[src/rtl/alu_wb_stage.sv]
// Execute-to-writeback stage: 2-entry in-order buffer between the ALU and the
// register-file write port, with flag retirement and operand forwarding.
module alu_wb_stage #(
  parameter int DATA_W = 32,
  parameter int RA_W   = 5,
  parameter int CNT_W  = 32
) (
  input  logic              clk,
  input  logic              rst,
  input  logic              in_valid,
  output logic              in_ready,
  input  logic [DATA_W-1:0] in_result,
  input  logic              in_zero,
  input  logic              in_neg,
  input  logic              in_ovf,
  input  logic [RA_W-1:0]   in_rd,
  input  logic              in_wen,
  input  logic              in_setflags,
  output logic              wb_valid,
  input  logic              wb_ready,
  output logic [DATA_W-1:0] wb_data,
  output logic [RA_W-1:0]   wb_rd,
  output logic              wb_wen,
  output logic              flag_z,
  output logic              flag_n,
  output logic              flag_v,
  output logic              sticky_ovf,
  input  logic              sticky_clr,
  input  logic [RA_W-1:0]   src_a_addr,
  input  logic [RA_W-1:0]   src_b_addr,
  output logic              fwd_a_hit,
  output logic              fwd_b_hit,
  output logic [DATA_W-1:0] fwd_a_data,
  output logic [DATA_W-1:0] fwd_b_data,
  output logic [CNT_W-1:0]  retire_cnt
);

  typedef struct packed {
    logic [DATA_W-1:0] data;
    logic [RA_W-1:0]   rd;
    logic              wen;
    logic              sf;
    logic              z;
    logic              n;
    logic              v;
  } entry_t;

  entry_t     buf_r [2];
  logic       head_r;
  logic       tail_r;
  logic [1:0] count_r;

  logic       push_s;
  logic       pop_s;
  logic [1:0] count_nxt_s;
  entry_t     in_ent_s;
  entry_t     head_ent_s;
  entry_t     young_ent_s;
  entry_t     old_ent_s;
  logic       young_ok_s;
  logic       old_ok_s;
  logic [DATA_W:0] fwd_a_s;
  logic [DATA_W:0] fwd_b_s;

  // Youngest matching buffered entry wins; r0 and non-writing entries never forward.
  function automatic logic [DATA_W:0] fwd_lookup(
    input logic [RA_W-1:0] addr,
    input entry_t          young,
    input logic            young_ok,
    input entry_t          old,
    input logic            old_ok
  );
    logic [DATA_W:0] res;
    res = '0;
    if (addr == '0) begin
      res = '0;
    end else if (young_ok && young.wen && (young.rd == addr)) begin
      res = {1'b1, young.data};
    end else if (old_ok && old.wen && (old.rd == addr)) begin
      res = {1'b1, old.data};
    end else begin
      res = '0;
    end
    return res;
  endfunction

  // Handshake decode and next occupancy.
  always_comb begin
    in_ent_s    = '{data: in_result, rd: in_rd, wen: in_wen, sf: in_setflags,
                    z: in_zero, n: in_neg, v: in_ovf};
    push_s      = in_valid && (count_r < 2'd2);
    pop_s       = wb_ready && (count_r != 2'd0);
    count_nxt_s = count_r;
    case ({push_s, pop_s})
      2'b10:   count_nxt_s = count_r + 2'd1;
      2'b01:   count_nxt_s = count_r - 2'd1;
      default: count_nxt_s = count_r;
    endcase
  end

  // Head presentation and forwarding candidates; the entry before tail is the youngest.
  always_comb begin
    head_ent_s  = buf_r[head_r];
    young_ent_s = buf_r[~tail_r];
    old_ent_s   = buf_r[tail_r];
    young_ok_s  = (count_r != 2'd0);
    old_ok_s    = (count_r == 2'd2);
    fwd_a_s     = fwd_lookup(src_a_addr, young_ent_s, young_ok_s, old_ent_s, old_ok_s);
    fwd_b_s     = fwd_lookup(src_b_addr, young_ent_s, young_ok_s, old_ent_s, old_ok_s);
  end

  assign wb_data    = head_ent_s.data;
  assign wb_rd      = head_ent_s.rd;
  assign wb_wen     = head_ent_s.wen && (head_ent_s.rd != '0);
  assign fwd_a_hit  = fwd_a_s[DATA_W];
  assign fwd_a_data = fwd_a_s[DATA_W-1:0];
  assign fwd_b_hit  = fwd_b_s[DATA_W];
  assign fwd_b_data = fwd_b_s[DATA_W-1:0];

  // Buffer storage and pointers.
  always_ff @(posedge clk) begin
    if (rst) begin
      for (int i = 0; i < 2; i++) begin
        buf_r[i] <= '0;
      end
      head_r  <= 1'b0;
      tail_r  <= 1'b0;
      count_r <= 2'd0;
    end else begin
      if (push_s) begin
        buf_r[tail_r] <= in_ent_s;
        tail_r        <= ~tail_r;
      end
      if (pop_s) begin
        head_r <= ~head_r;
      end
      count_r <= count_nxt_s;
    end
  end

  // Registered handshake status, derived from next occupancy.
  always_ff @(posedge clk) begin
    if (rst) begin
      in_ready <= 1'b1;
      wb_valid <= 1'b0;
    end else begin
      in_ready <= (count_nxt_s != 2'd2);
      wb_valid <= (count_nxt_s != 2'd0);
    end
  end

  // Architectural flags, sticky overflow and retire counter update only on retire.
  always_ff @(posedge clk) begin
    if (rst) begin
      flag_z     <= 1'b0;
      flag_n     <= 1'b0;
      flag_v     <= 1'b0;
      sticky_ovf <= 1'b0;
      retire_cnt <= '0;
    end else begin
      if (pop_s && head_ent_s.sf) begin
        flag_z <= head_ent_s.z;
        flag_n <= head_ent_s.n;
        flag_v <= head_ent_s.v;
      end
      if (pop_s && head_ent_s.sf && head_ent_s.v) begin
        sticky_ovf <= 1'b1;
      end else if (sticky_clr) begin
        sticky_ovf <= 1'b0;
      end
      if (pop_s) begin
        retire_cnt <= retire_cnt + CNT_W'(1);
      end
    end
  end

endmodule

[config.mk]
export PLATFORM = sky130hd
export DESIGN_NAME = alu_wb_stage
export DESIGN_NICKNAME = d
export VERILOG_FILES = /design/src/rtl/alu_wb_stage.sv
export SDC_FILE = /design/constraint.sdc
export NUM_CORES = 1
export LEC_CHECK = 0
export BUFFER_PORTS_ARGS = -buffer_cell sky130_fd_sc_hd__buf_2
export CAP_MARGIN = 25
export CORE_MARGIN = 4
export CORE_UTILIZATION = 50
export CTS_CLUSTER_SIZE = 10
export DETAILED_ROUTE_END_ITERATION = 16
export GPL_TIMING_DRIVEN = 1
export PLACE_DENSITY = 0.75
export SLEW_MARGIN = 5
export SYNTH_ARGS = -nofsm -noshare
export SYNTH_HDL_FRONTEND = slang
export SYNTH_SLANG_ARGS = --single-unit
[constraint.sdc]
create_clock -name clk -period 6.9 [get_ports clk]
set_input_delay 1.035 -clock clk [delete_from_list [all_inputs] [get_ports clk]]
set_output_delay 1.035 -clock clk [all_outputs]
set_load 0.005 [all_outputs]
==> summary.txt, run 1 <==
Place
  • Worst setup slack after placement: 2803 ps
  • IO Port Bufs: 198
  • Cell Count Post-Placement: 1,203
  • Post-placement cell area: 9046 um2
  • Hpwl dp: 14.10 mm
  • Routability congestion estimate: 0.8974

Pwr
  • Comb pwr share: 30.3%
  • Leakage power figure: 3.963 nW
  • Overall power after layout: 2.811 mW
  • Flop pwr share: 36.8%
  • Clock power frac: 32.9%
  • Switch share: 32.65%
  • Highest ir drop seen on vdd: 0.0002241 V
  • Design internal power: 1.893 mW
  • Areal power density over the cells: 290.7 nW/um2
  • Switching pwr: 917.8 uW

STA
  • Portion of the clock cycle consumed by the worst path in the final layout: 65.17%
  • Final sum of negative setup slack: 0 ps
  • Final-report hold violation count: 0
  • Final Max Tran Viols: 0
  • RSZ-0062 raised after global routing: no
  • Fmax achieved: 222.4 MHz
  • Post-route setup slack: 2403 ps
  • Tightest slew margin relative to the limit: 41.97%
  • Clock Skews: 10.13 ps
  • Setup violators final: 0
  • Final Hold Slack: 479.8 ps
  • Minimum period implied by the final worst setup slack: 4497 ps
  • Transition time of the tightest slew-check pin: 870.5 ps

Clock tree
  • Clock tree from TritonCTS: done
  • Number of resized instances in the post-cts repair step: 0
  • H-Tree Level Count: 4
  • Number of buffers inserted by post-CTS setup repair: 0
  • Clock transition at path regs: 60 ps
  • Clock tree root driver cell: sky130_fd_sc_hd__clkbuf_16
  • Clock latency of the later-clocked register in the worst-skew pair: 420 ps
  • Number of sinks on the clock net: 128
  • Max Buffers Root-to-Sink: 2
  • CTS buffer count: 17
  • Cts-stage hold buffer count: 0

GRT
  • Overall Global Routing Usage: 22.60%
  • Number of global-route vias before repair: 6,441
  • Number of antenna violations at the first check in global routing: 3
  • Pin count of the biggest net entering global routing: 70
  • Total overflow reported by the global router: 0
  • Wire length of the first global-routing pass: 32.91 mm

Detailed routing
  • DRT Wirelength: 20.94 mm
  • Starting DRC count in detailed routing: 348
  • Total iterations of the first detailed-routing run: 5
  • Drt drc: 0
  • Antenna Nets Post-Route: 0
  • Total number of vias: 6,603
  • Via density per instance: 5.338
  • Routed wire length per instance: 16.93 um

Worst setup path
  • Type of origin of the critical path: register
  • Worst path cell trace: buf_4, mux2i_1, nor2_1, and3_4, o22ai_4, buf_4, a21oi_1, buf_2
  • Cell type with the highest occurrence count on the critical path: sky130_fd_sc_hd__buf_4
  • Kind of end point of the critical path: output port
  • WP data required: 5860 ps
  • Library cell contributing the largest single delay on the critical path: sky130_fd_sc_hd__o22ai_4
  • Biggest fanout along the worst timing path: 69
  • Critical path start-end classification: reg2out
  • Worst stage delay on the critical path: 570 ps
  • Arrival time reported for the critical path endpoint: 3460 ps

Floorplanning
  • DIE AREA: 18,590 um2
  • Standard cell core area: 16,000 um2
  • Starting density of the core: 51.46%
  • Die Y: 136.3 um
  • Width of the chip: 136.3 um
  • Num ports: 199
  • Row cnt: 46

Finish
  • Combined area of the multi-input logic cells: 4280 um2
  • Post-layout net count: 1,066
  • Post-Layout Cell Count: 1,237
  • Ratio of cells with drive above 1 in the final layout: 32.84%
  • Final standard cell area without fillers: 9672 um2
  • Layout overhead on the synthesized area: 17.46%
  • Fillers: 1,425
  • Area taken by flip-flops and latches: 3407 um2
  • Fin util: 60.45%

Synthesis
  • Count of yosys warnings during synthesis: 0
  • Average cell area after synthesis: 9.497 um2
  • Proportion of synthesized flip-flops having asynchronous set or reset: 0%
  • Number of enable flip-flop cells after synthesis: 84
  • Post-synthesis cell type with the largest combined area: sky130_fd_sc_hd__edfxtp_1
  • Gate count of the mapped netlist: 867
  • Dominant synthesized flop cell: sky130_fd_sc_hd__edfxtp_1
  • Number of flip-flops and latches in the synthesized netlist: 128
  • Post-Synthesis Cell Area: 8234 um2
  • Number of distinct library cell variants in the gate-level netlist after synthesis: 42
  • Proportion of synthesized chip area in sequential cells: 41.33%
  • Area fraction of the dominant cell type after synthesis: 30.63%
  • Total nets after synthesis: 926
  • Area contributors post-synth: sky130_fd_sc_hd__edfxtp_1, sky130_fd_sc_hd__and2_1, sky130_fd_sc_hd__dfxtp_1

Run
  • Max capacitance violation total: 0

Run status
  • Outcome: completed

Worst hold path
  • Hold/Removal Path Class: reg2reg
power groups by stage:
stage               clock network (mW)  logic (mW)  registers, mW
finish                           0.925       0.851           1.03
floorplan                            0       0.718           1.02
detailed placement                   0       0.853           1.05
global placement                     0       0.846           1.04
CTS                              0.935       0.859           1.03
global route                     0.970       0.942           1.05
metal layers:
layer,global-route usage (%),part of all wire [%]
met1,27.28,41
met2,38.86,49
met3,6.921,7.8
met4,6.663,1.5
met5,0,0.12
logic make-up (layout without fill, tap and decap cells):
group                    count (synthesis)  after routing  share of synthesized area (%)
AO/OA/AOI/OAI                          215            215                          15.35
XOR/XNOR                                51             51                          5.425
adder cells (fa/ha/maj)                  2              2                         0.3039
buffers and inverters                   93            246                          6.944
flip-flops                             128            128                          41.33
multiplexers                            54             54                          7.187
other                                    0              1                              0
AND/OR/NAND/NOR                        324            324                          23.46
registers in the layout (all words and copies together) (netlist names), named ones only:
| name | count |
|---|---|
| buf_r | 84 |
| retire_cnt | 32 |
| count_r | 2 |
| flag_n | 1 |
| flag_v | 1 |
| flag_z | 1 |
| head_r | 1 |
| in_ready | 1 |
| sticky_ovf | 1 |
| tail_r | 1 |
| wb_valid | 1 |
Yosys cell counts, drive strengths merged (24+ instances only):
cell / count
a21oi: 74
clkbuf: 36
nor2: 39
mux2: 38
buf: 53
and2: 149
o21ai: 135
dfxtp: 44
xor2: 27
xnor2: 24
edfxtp: 84
nor2b: 65
critical path: cells and delay by family, from the launching register on:
| family | cells | cell delay [ps] |
|---|---|---|
| AND/OR/NAND/NOR | 2 | 430 |
| flip-flops | 1 | 450 |
| multiplexers | 1 | 260 |
| AO/OA/AOI/OAI | 2 | 670 |
| buffers and inverters | 3 | 1160 |
cells in the final DEF, fill, tap and decap left out, types with 20 or more instances in the layout:
cell type and instances:
sky130_fd_sc_hd__nor2b_1 65, sky130_fd_sc_hd__nor2_1 39, sky130_fd_sc_hd__o21ai_1 21, sky130_fd_sc_hd__a21oi_1 35
sky130_fd_sc_hd__xor2_1 27, sky130_fd_sc_hd__buf_2 198, sky130_fd_sc_hd__mux2_2 38, sky130_fd_sc_hd__a21oi_2 39
sky130_fd_sc_hd__and2_1 149, sky130_fd_sc_hd__edfxtp_1 84, sky130_fd_sc_hd__dfxtp_1 41, sky130_fd_sc_hd__o21ai_0 114
sky130_fd_sc_hd__clkbuf_16 20, sky130_fd_sc_hd__xnor2_1 24
layout make-up:
type / count / area share [%]
antenna: 1 / 0.02587
clock buffer: 20 / 5.175
timing repair buffer: 210 / 11.18
tap: 216 / 2.794
inverter: 4 / 0.1552
clock inverter: 12 / 1.190
multi-input combinational: 646 / 44.26
sequential: 128 / 35.23
worst paths after layout:
kind                   start       endpoint  slack (ps)  depth (start not counted)
setup / recovery      tail_r  fwd_a_data[0]        2400                          8
hold / removal    sticky_ovf     sticky_ovf         480                          2
setup reg to reg      tail_r   buf_r[1][28]        4240                          4
hold reg to reg   sticky_ovf     sticky_ovf         480                          2
(Power assumes the default switching activity.)
==> inputs of run 2 (changes only) <==
--- a/config.mk
+++ b/config.mk
@@ -5,6 +5,7 @@
 export SDC_FILE = /design/constraint.sdc
 export NUM_CORES = 1
 export LEC_CHECK = 0
+export ABC_AREA = 1
 export BUFFER_PORTS_ARGS = -buffer_cell sky130_fd_sc_hd__buf_2
 export CAP_MARGIN = 25
 export CORE_MARGIN = 4
@@ -12,7 +13,7 @@
 export CTS_CLUSTER_SIZE = 10
 export DETAILED_ROUTE_END_ITERATION = 16
 export GPL_TIMING_DRIVEN = 1
-export PLACE_DENSITY = 0.75
+export PLACE_DENSITY = 0.78
 export SLEW_MARGIN = 5
 export SYNTH_ARGS = -nofsm -noshare
 export SYNTH_HDL_FRONTEND = slang
==> constraint.sdc (replaced) <==
create_clock -name clk -period 4.1 [get_ports clk]
set_input_delay 0.615 -clock clk [delete_from_list [all_inputs] [get_ports clk]]
set_output_delay 0.615 -clock clk [all_outputs]
set_load 0.005 [all_outputs]
==> run 2 against run 1 <==
Non-clock buffer count grew 6. Global-route usage grew 2.4 points. Area after synthesis grew 6.0%. Largest cell class unchanged. First-iteration DRC count grew 80%. Hold slack lost 35 ps. Clock power grew 87%. Total power grew 73%. Combinational power grew 76%. Register-to-register slack lost 2700 ps. Sequential power grew 59%. Final area grew 5.3%. Clock skew grew 0.52 ps.
==> summary.txt, run 2 <==
Run status
  • Outcome: completed

Floorplanning
  • Standard cell core area: 17,180 um2
  • Die Y: 140.1 um
  • Row cnt: 48
  • DIE AREA: 19,640 um2
  • Num ports: 199
  • Starting density of the core: 50.83%
  • Width of the chip: 140.1 um

Clock tree
  • H-Tree Level Count: 4
  • Clock tree from TritonCTS: done
  • Number of resized instances in the post-cts repair step: 0
  • Max Buffers Root-to-Sink: 2
  • CTS buffer count: 17
  • Cts-stage hold buffer count: 0
  • Clock latency of the later-clocked register in the worst-skew pair: 420 ps
  • Number of buffers inserted by post-CTS setup repair: 0
  • Clock transition at path regs: 60 ps
  • Number of sinks on the clock net: 128
  • Clock tree root driver cell: sky130_fd_sc_hd__clkbuf_16

Worst setup path
  • Biggest fanout along the worst timing path: 70
  • CP delay by family, top: simple AND/OR/NAND/NOR gates
  • Arrival time reported for the critical path endpoint: 3210 ps
  • Kind of end point of the critical path: output port
  • Buf+Inv Stages, Crit Path: 2
  • Critical path start-end classification: reg2out
  • Cell type with the highest occurrence count on the critical path: sky130_fd_sc_hd__nand2_1
  • Worst path cell trace: buf_4, nand2_1, nand3_1, nand2_1, nor2_2, nand3_2, nand2_1, nand2_2, nor2_1, buf_2
  • Worst stage delay on the critical path: 580 ps
  • Type of origin of the critical path: register
  • Library cell contributing the largest single delay on the critical path: sky130_fd_sc_hd__buf_4
  • WP data required: 3480 ps

GRT
  • Total overflow reported by the global router: 0
  • Wire length of the first global-routing pass: 40.39 mm
  • Pin count of the biggest net entering global routing: 71
  • Number of antenna violations at the first check in global routing: 1
  • Number of global-route vias before repair: 8,266
  • Overall Global Routing Usage: 25.04%

STA
  • RSZ-0062 raised after global routing: no
  • Final Max Tran Viols: 0
  • Setup violators final: 0
  • Final Hold Slack: 444.6 ps
  • Final sum of negative setup slack: 0 ps
  • Post-route setup slack: 274.9 ps
  • Portion of the clock cycle consumed by the worst path in the final layout: 93.29%
  • Clock Skews: 10.65 ps
  • Fmax achieved: 261.4 MHz
  • Transition time of the tightest slew-check pin: 1031 ps
  • Final-report hold violation count: 0
  • Minimum period implied by the final worst setup slack: 3825 ps
  • Tightest slew margin relative to the limit: 31.01%

Synthesis
  • Post-synthesis cell type with the largest combined area: sky130_fd_sc_hd__edfxtp_1
  • Number of enable flip-flop cells after synthesis: 84
  • Area fraction of the dominant cell type after synthesis: 28.89%
  • Post-Synthesis Cell Area: 8731 um2
  • Proportion of synthesized flip-flops having asynchronous set or reset: 0%
  • Count of yosys warnings during synthesis: 0
  • Average cell area after synthesis: 6.794 um2
  • Number of flip-flops and latches in the synthesized netlist: 128
  • Number of distinct library cell variants in the gate-level netlist after synthesis: 35
  • Area contributors post-synth: sky130_fd_sc_hd__edfxtp_1, sky130_fd_sc_hd__nand2_1, sky130_fd_sc_hd__dfxtp_1
  • Library cell with the highest instance count after synthesis: sky130_fd_sc_hd__nand2_1
  • Dominant synthesized flop cell: sky130_fd_sc_hd__edfxtp_1
  • Gate count of the mapped netlist: 1,285
  • Synth cell count leaders: sky130_fd_sc_hd__nand2_1, sky130_fd_sc_hd__nor2_1, sky130_fd_sc_hd__inv_1
  • Total nets after synthesis: 1,344
  • Proportion of synthesized chip area in sequential cells: 38.98%

Pwr
  • Overall power after layout: 4.868 mW
  • Highest ir drop seen on vdd: 0.0002908 V
  • Areal power density over the cells: 478.0 nW/um2
  • Leakage power figure: 5.067 nW

Finish
  • Max FFs per register: 84
  • Register ranked first by flip-flop count: buf_r
  • # diodes: 0
  • Post-Layout Cell Count: 1,651
  • Final standard cell area without fillers: 10,180 um2
  • Post-layout net count: 1,472
  • Ratio of cells with drive above 1 in the final layout: 23.00%
  • Layout overhead on the synthesized area: 16.65%
  • Most frequent standard cell in the layout excluding fill and tap cells: sky130_fd_sc_hd__nand2_1
  • Fillers: 1,678
  • Commonest cells after routing, fill and taps aside: sky130_fd_sc_hd__nand2_1, sky130_fd_sc_hd__buf_2, sky130_fd_sc_hd__nor2_1
  • Fin util: 59.29%
  • Registers with the most flip-flops: buf_r (84), retire_cnt (32), count_r (2)

Place
  • Post-placement cell area: 9508 um2
  • Worst setup slack after placement: 775.5 ps
  • Cell Count Post-Placement: 1,619
  • Routability congestion estimate: 0.8903
  • Hpwl dp: 16.98 mm
  • IO Port Bufs: 198

Run
  • Max capacitance violation total: 0

Detailed routing
  • Routed wire length per instance: 15.05 um
  • DRT Wirelength: 24.86 mm
  • Via density per instance: 5.255
  • Antenna Nets Post-Route: 0
  • Total number of vias: 8,676
  • Starting DRC count in detailed routing: 626
  • Drt drc: 0
  • Total iterations of the first detailed-routing run: 5

Worst hold path
  • Hold/Removal Path Class: reg2reg
-- run 2: layer usage --
layer | global-route usage [%] | routed length (um) | vias up
met5 | 0 | 8 | -
met4 | 9.485 | 626 | 2
met3 | 5.531 | 2127 | 55
met2 | 43.22 | 12110 | 408
met1 | 30.58 | 9982 | 3854
li1 | - | - | 4357
-- run 2: cells by family (layout without fill, tap and decap cells) --
family	after synthesis	count (layout)	share of synthesized area, %
AO/OA/AOI/OAI	150	150	8.770
XOR/XNOR	5	5	0.5016
adder cells (fa/ha/maj)	2	2	0.2866
buffers and inverters	256	397	13.83
flip-flops	128	128	38.98
multiplexers	1	1	0.1290
AND/OR/NAND/NOR	743	743	37.50
-- run 2: power by group --
group	total [mW]	switching, mW	internal, mW
Clock	1.73	0.574	1.15
Sequential	1.64	0.102	1.53
Combinational	1.50	1.05	0.453
-- run 2: worst paths after layout --
| path | start | end | depth (start not counted) | slack (ps) |
|---|---|---|---|---|
| max reg2reg | tail_r | buf_r[1][38] | 4 | 1590 |
| min | head_r | register | 1 | 440 |
| max | tail_r | fwd_b_data[1] | 10 | 270 |
| min reg2reg | head_r | register | 1 | 440 |
-- run 2: layout make-up --
type                            count  area, um2  share of cell area [%]
Multi-Input combinational cell    901       4135                   40.60
Sequential cell                   128       3406                   33.44
Timing Repair Buffer              216       1126                   11.06
Clock inverter                     14      237.7                   2.334
Clock buffer                       18      439.2                   4.312
Tap cell                          225      281.5                   2.764
Inverter                          149      559.3                   5.491
-- run 2: worst register-to-register path, cell delays in order, from the launching register on --
cell	delay, ps
sky130_fd_sc_hd__dfxtp_2	470
sky130_fd_sc_hd__buf_4	580
sky130_fd_sc_hd__nand3_2	170
sky130_fd_sc_hd__nand2_2	530
sky130_fd_sc_hd__buf_4	420
==> inputs of run 3 (changes only) <==
--- a/config.mk
+++ b/config.mk
@@ -8,6 +8,7 @@
 export ABC_AREA = 1
 export BUFFER_PORTS_ARGS = -buffer_cell sky130_fd_sc_hd__buf_2
 export CAP_MARGIN = 25
+export CORE_ASPECT_RATIO = 1.4
 export CORE_MARGIN = 4
 export CORE_UTILIZATION = 50
 export CTS_CLUSTER_SIZE = 10
==> run 3 against run 2 <==
Cell count increased by 0.42%. Critical endpoint is now fwd_b_hit. Critical path depth increased by 1. Count of clock-buffer cells in the layout increased by 2. Maximum frequency increased by 7.3%. Global-route usage decreased by 0.48 points. Final area decreased by 0.63%. Combinational power decreased by 3%. Sequential power about the same. Setup slack improved by 260 ps. Largest cell class unchanged.
==> summary.txt, run 3 (same netlist as run 2, synthesis figures left out) <==
Pwr
  • Highest ir drop seen on vdd: 0.0002893 V
  • Areal power density over the cells: 454.9 nW/um2
  • Clock power frac: 32.2%
  • Flop pwr share: 36.1%
  • Design internal power: 2.941 mW
  • Switch share: 36.13%
  • Switching pwr: 1.663 mW
  • Comb pwr share: 31.7%
  • Leakage power figure: 5.030 nW

STA
  • RSZ-0062 raised after global routing: no
  • Tightest slew margin relative to the limit: 36.27%
  • Minimum period implied by the final worst setup slack: 3563 ps
  • Fmax achieved: 280.6 MHz
  • Transition time of the tightest slew-check pin: 952.6 ps
  • Final-report hold violation count: 0
  • Portion of the clock cycle consumed by the worst path in the final layout: 86.91%
  • Setup violators final: 0
  • Clock Skews: 10.95 ps
  • Final Max Tran Viols: 0
  • Final sum of negative setup slack: 0 ps

Detailed routing
  • Via density per instance: 5.209
  • Total number of vias: 8,636
  • Routed wire length per instance: 14.60 um
  • Starting DRC count in detailed routing: 819
  • Drt drc: 0
  • DRT Wirelength: 24.21 mm
  • Antenna Nets Post-Route: 0
  • Total iterations of the first detailed-routing run: 5

Place
  • Post-placement cell area: 9542 um2
  • IO Port Bufs: 198
  • Hpwl dp: 17.31 mm
  • Routability congestion estimate: 0.9489

Clock tree
  • Number of sinks on the clock net: 128
  • Clock transition at path regs: 60 ps
  • CTS buffer count: 17
  • H-Tree Level Count: 4
  • Number of resized instances in the post-cts repair step: 0
  • Cts-stage hold buffer count: 0
  • Clock latency of the later-clocked register in the worst-skew pair: 410 ps
  • Clock tree from TritonCTS: done
  • Max Buffers Root-to-Sink: 2
  • Number of buffers inserted by post-CTS setup repair: 0
  • Clock tree root driver cell: sky130_fd_sc_hd__clkbuf_16

Worst setup path
  • Kind of end point of the critical path: output port
  • Start of the worst register-to-register path: tail_r
  • Type of origin of the critical path: register
  • Buf+Inv Stages, Crit Path: 4
  • Cell type with the highest occurrence count on the critical path: sky130_fd_sc_hd__nand2_1
  • Worst reg2reg endpoint: buf_r[0][13]
  • Biggest fanout along the worst timing path: 32
  • Library cell contributing the largest single delay on the critical path: sky130_fd_sc_hd__dfxtp_2
  • WP data required: 3480 ps
  • Arrival time reported for the critical path endpoint: 2950 ps
  • CP delay by family, top: simple AND/OR/NAND/NOR gates
  • Critical path start-end classification: reg2out
  • Logic depth of the worst register-to-register path: 4
  • Worst setup slack for register-to-register paths: 2140 ps
  • Worst stage delay on the critical path: 710 ps
  • Worst path cell trace: inv_2, nand2_1, nand3_1, nand2_1, nor2_4, nand3_2, nand2_1, nand2_2, buf_4, inv_1, buf_2

Finish
  • Post-layout net count: 1,472
  • Max FFs per register: 84
  • Fillers: 1,647
  • Fin util: 59.69%
  • Commonest cells after routing, fill and taps aside: sky130_fd_sc_hd__nand2_1, sky130_fd_sc_hd__buf_2, sky130_fd_sc_hd__nor2_1
  • Layout overhead on the synthesized area: 15.92%
  • Register ranked first by flip-flop count: buf_r
  • Registers with the most flip-flops: buf_r (84), retire_cnt (32), count_r (2)
  • Ratio of cells with drive above 1 in the final layout: 22.65%
  • Final standard cell area without fillers: 10,120 um2
  • # diodes: 0
  • Most frequent standard cell in the layout excluding fill and tap cells: sky130_fd_sc_hd__nand2_1

Worst hold path
  • End point of the worst hold path: sticky_ovf
  • Hold Crit Start: sticky_clr
  • Worst hold stages: 4
  • Hold/Removal Path Class: in2reg

Floorplanning
  • DIE AREA: 19,670 um2
  • Die Y: 164.4 um
  • Starting density of the core: 51.49%
  • Width of the chip: 119.7 um
  • Row cnt: 56
  • Num ports: 199
  • Standard cell core area: 16,960 um2

GRT
  • Number of antenna violations at the first check in global routing: 4
  • Total overflow reported by the global router: 0
  • Wire length of the first global-routing pass: 39.18 mm
  • Overall Global Routing Usage: 24.56%
  • Pin count of the biggest net entering global routing: 65
  • Number of global-route vias before repair: 8,190

Run
  • Max capacitance violation total: 0

Run status
  • Outcome: completed
==> run 3: metrics by stage <==
step | hold WS (ps) | cells | total power, mW | worst slack, ps
after floorplan | 425.7 | 1285 | 2.819 | 1505
after global placement | 429.7 | 1624 | 3.096 | 1050
after detailed placement | 458.5 | 1626 | 3.132 | 1012
after CTS | 463.0 | 1658 | 4.616 | 519.0
after global routing | 490.0 | 1658 | 4.903 | 345.9
final | 468.4 | 1658 | 4.604 | 536.5
==> run 3: worst max-delay path by stage <==
stage,startpoint,end,slack [ps],cells after the start
2_1_floorplan,tail_r,buf_r[1][0],1510,7
6_report,tail_r,fwd_b_hit,540,11
3_3_place_gp,tail_r,fwd_b_hit,1050,11
5_1_grt,tail_r,fwd_b_hit,350,11
3_5_place_dp,tail_r,fwd_b_hit,1010,11
4_1_cts,tail_r,fwd_b_hit,520,11
==> run 3: worst min-delay path: stages <==
cell,delay [ps]
sky130_fd_sc_hd__buf_2,70
sky130_fd_sc_hd__inv_1,30
sky130_fd_sc_hd__nand2_1,50
sky130_fd_sc_hd__a21oi_1,60
==> run 3: power groups by stage <==
stage	combinational, mW	sequential (mW)	clock (mW)
5_1_grt	1.64	1.69	1.58
6_report	1.46	1.66	1.48
2_1_floorplan	1.21	1.61	0
4_1_cts	1.45	1.66	1.50
3_3_place_gp	1.41	1.68	0
3_5_place_dp	1.44	1.69	0
==> run 3: final cells by class <==
| class | count | area (um2) | area share (%) |
|---|---|---|---|
| Clock inverter | 12 | 142.6 | 1.409 |
| Multi-Input combinational cell | 901 | 4135 | 40.86 |
| Tap cell | 232 | 290.3 | 2.868 |
| Clock buffer | 20 | 436.7 | 4.314 |
| Sequential cell | 128 | 3406 | 33.65 |
| Inverter | 149 | 559.3 | 5.526 |
| Timing Repair Buffer | 216 | 1151 | 11.37 |
==> run 3: per-layer routing <==
metal / part of all wire [%] / GRT usage, % / vias to the layer above
met3: 7.9 / 5.787 / 60
met4: 3.2 / 11.31 / 8
met1: 37 / 27.03 / 3843
met5: 0.23 / 0 / -
li1: - / - / 4351
met2: 51 / 44.65 / 374
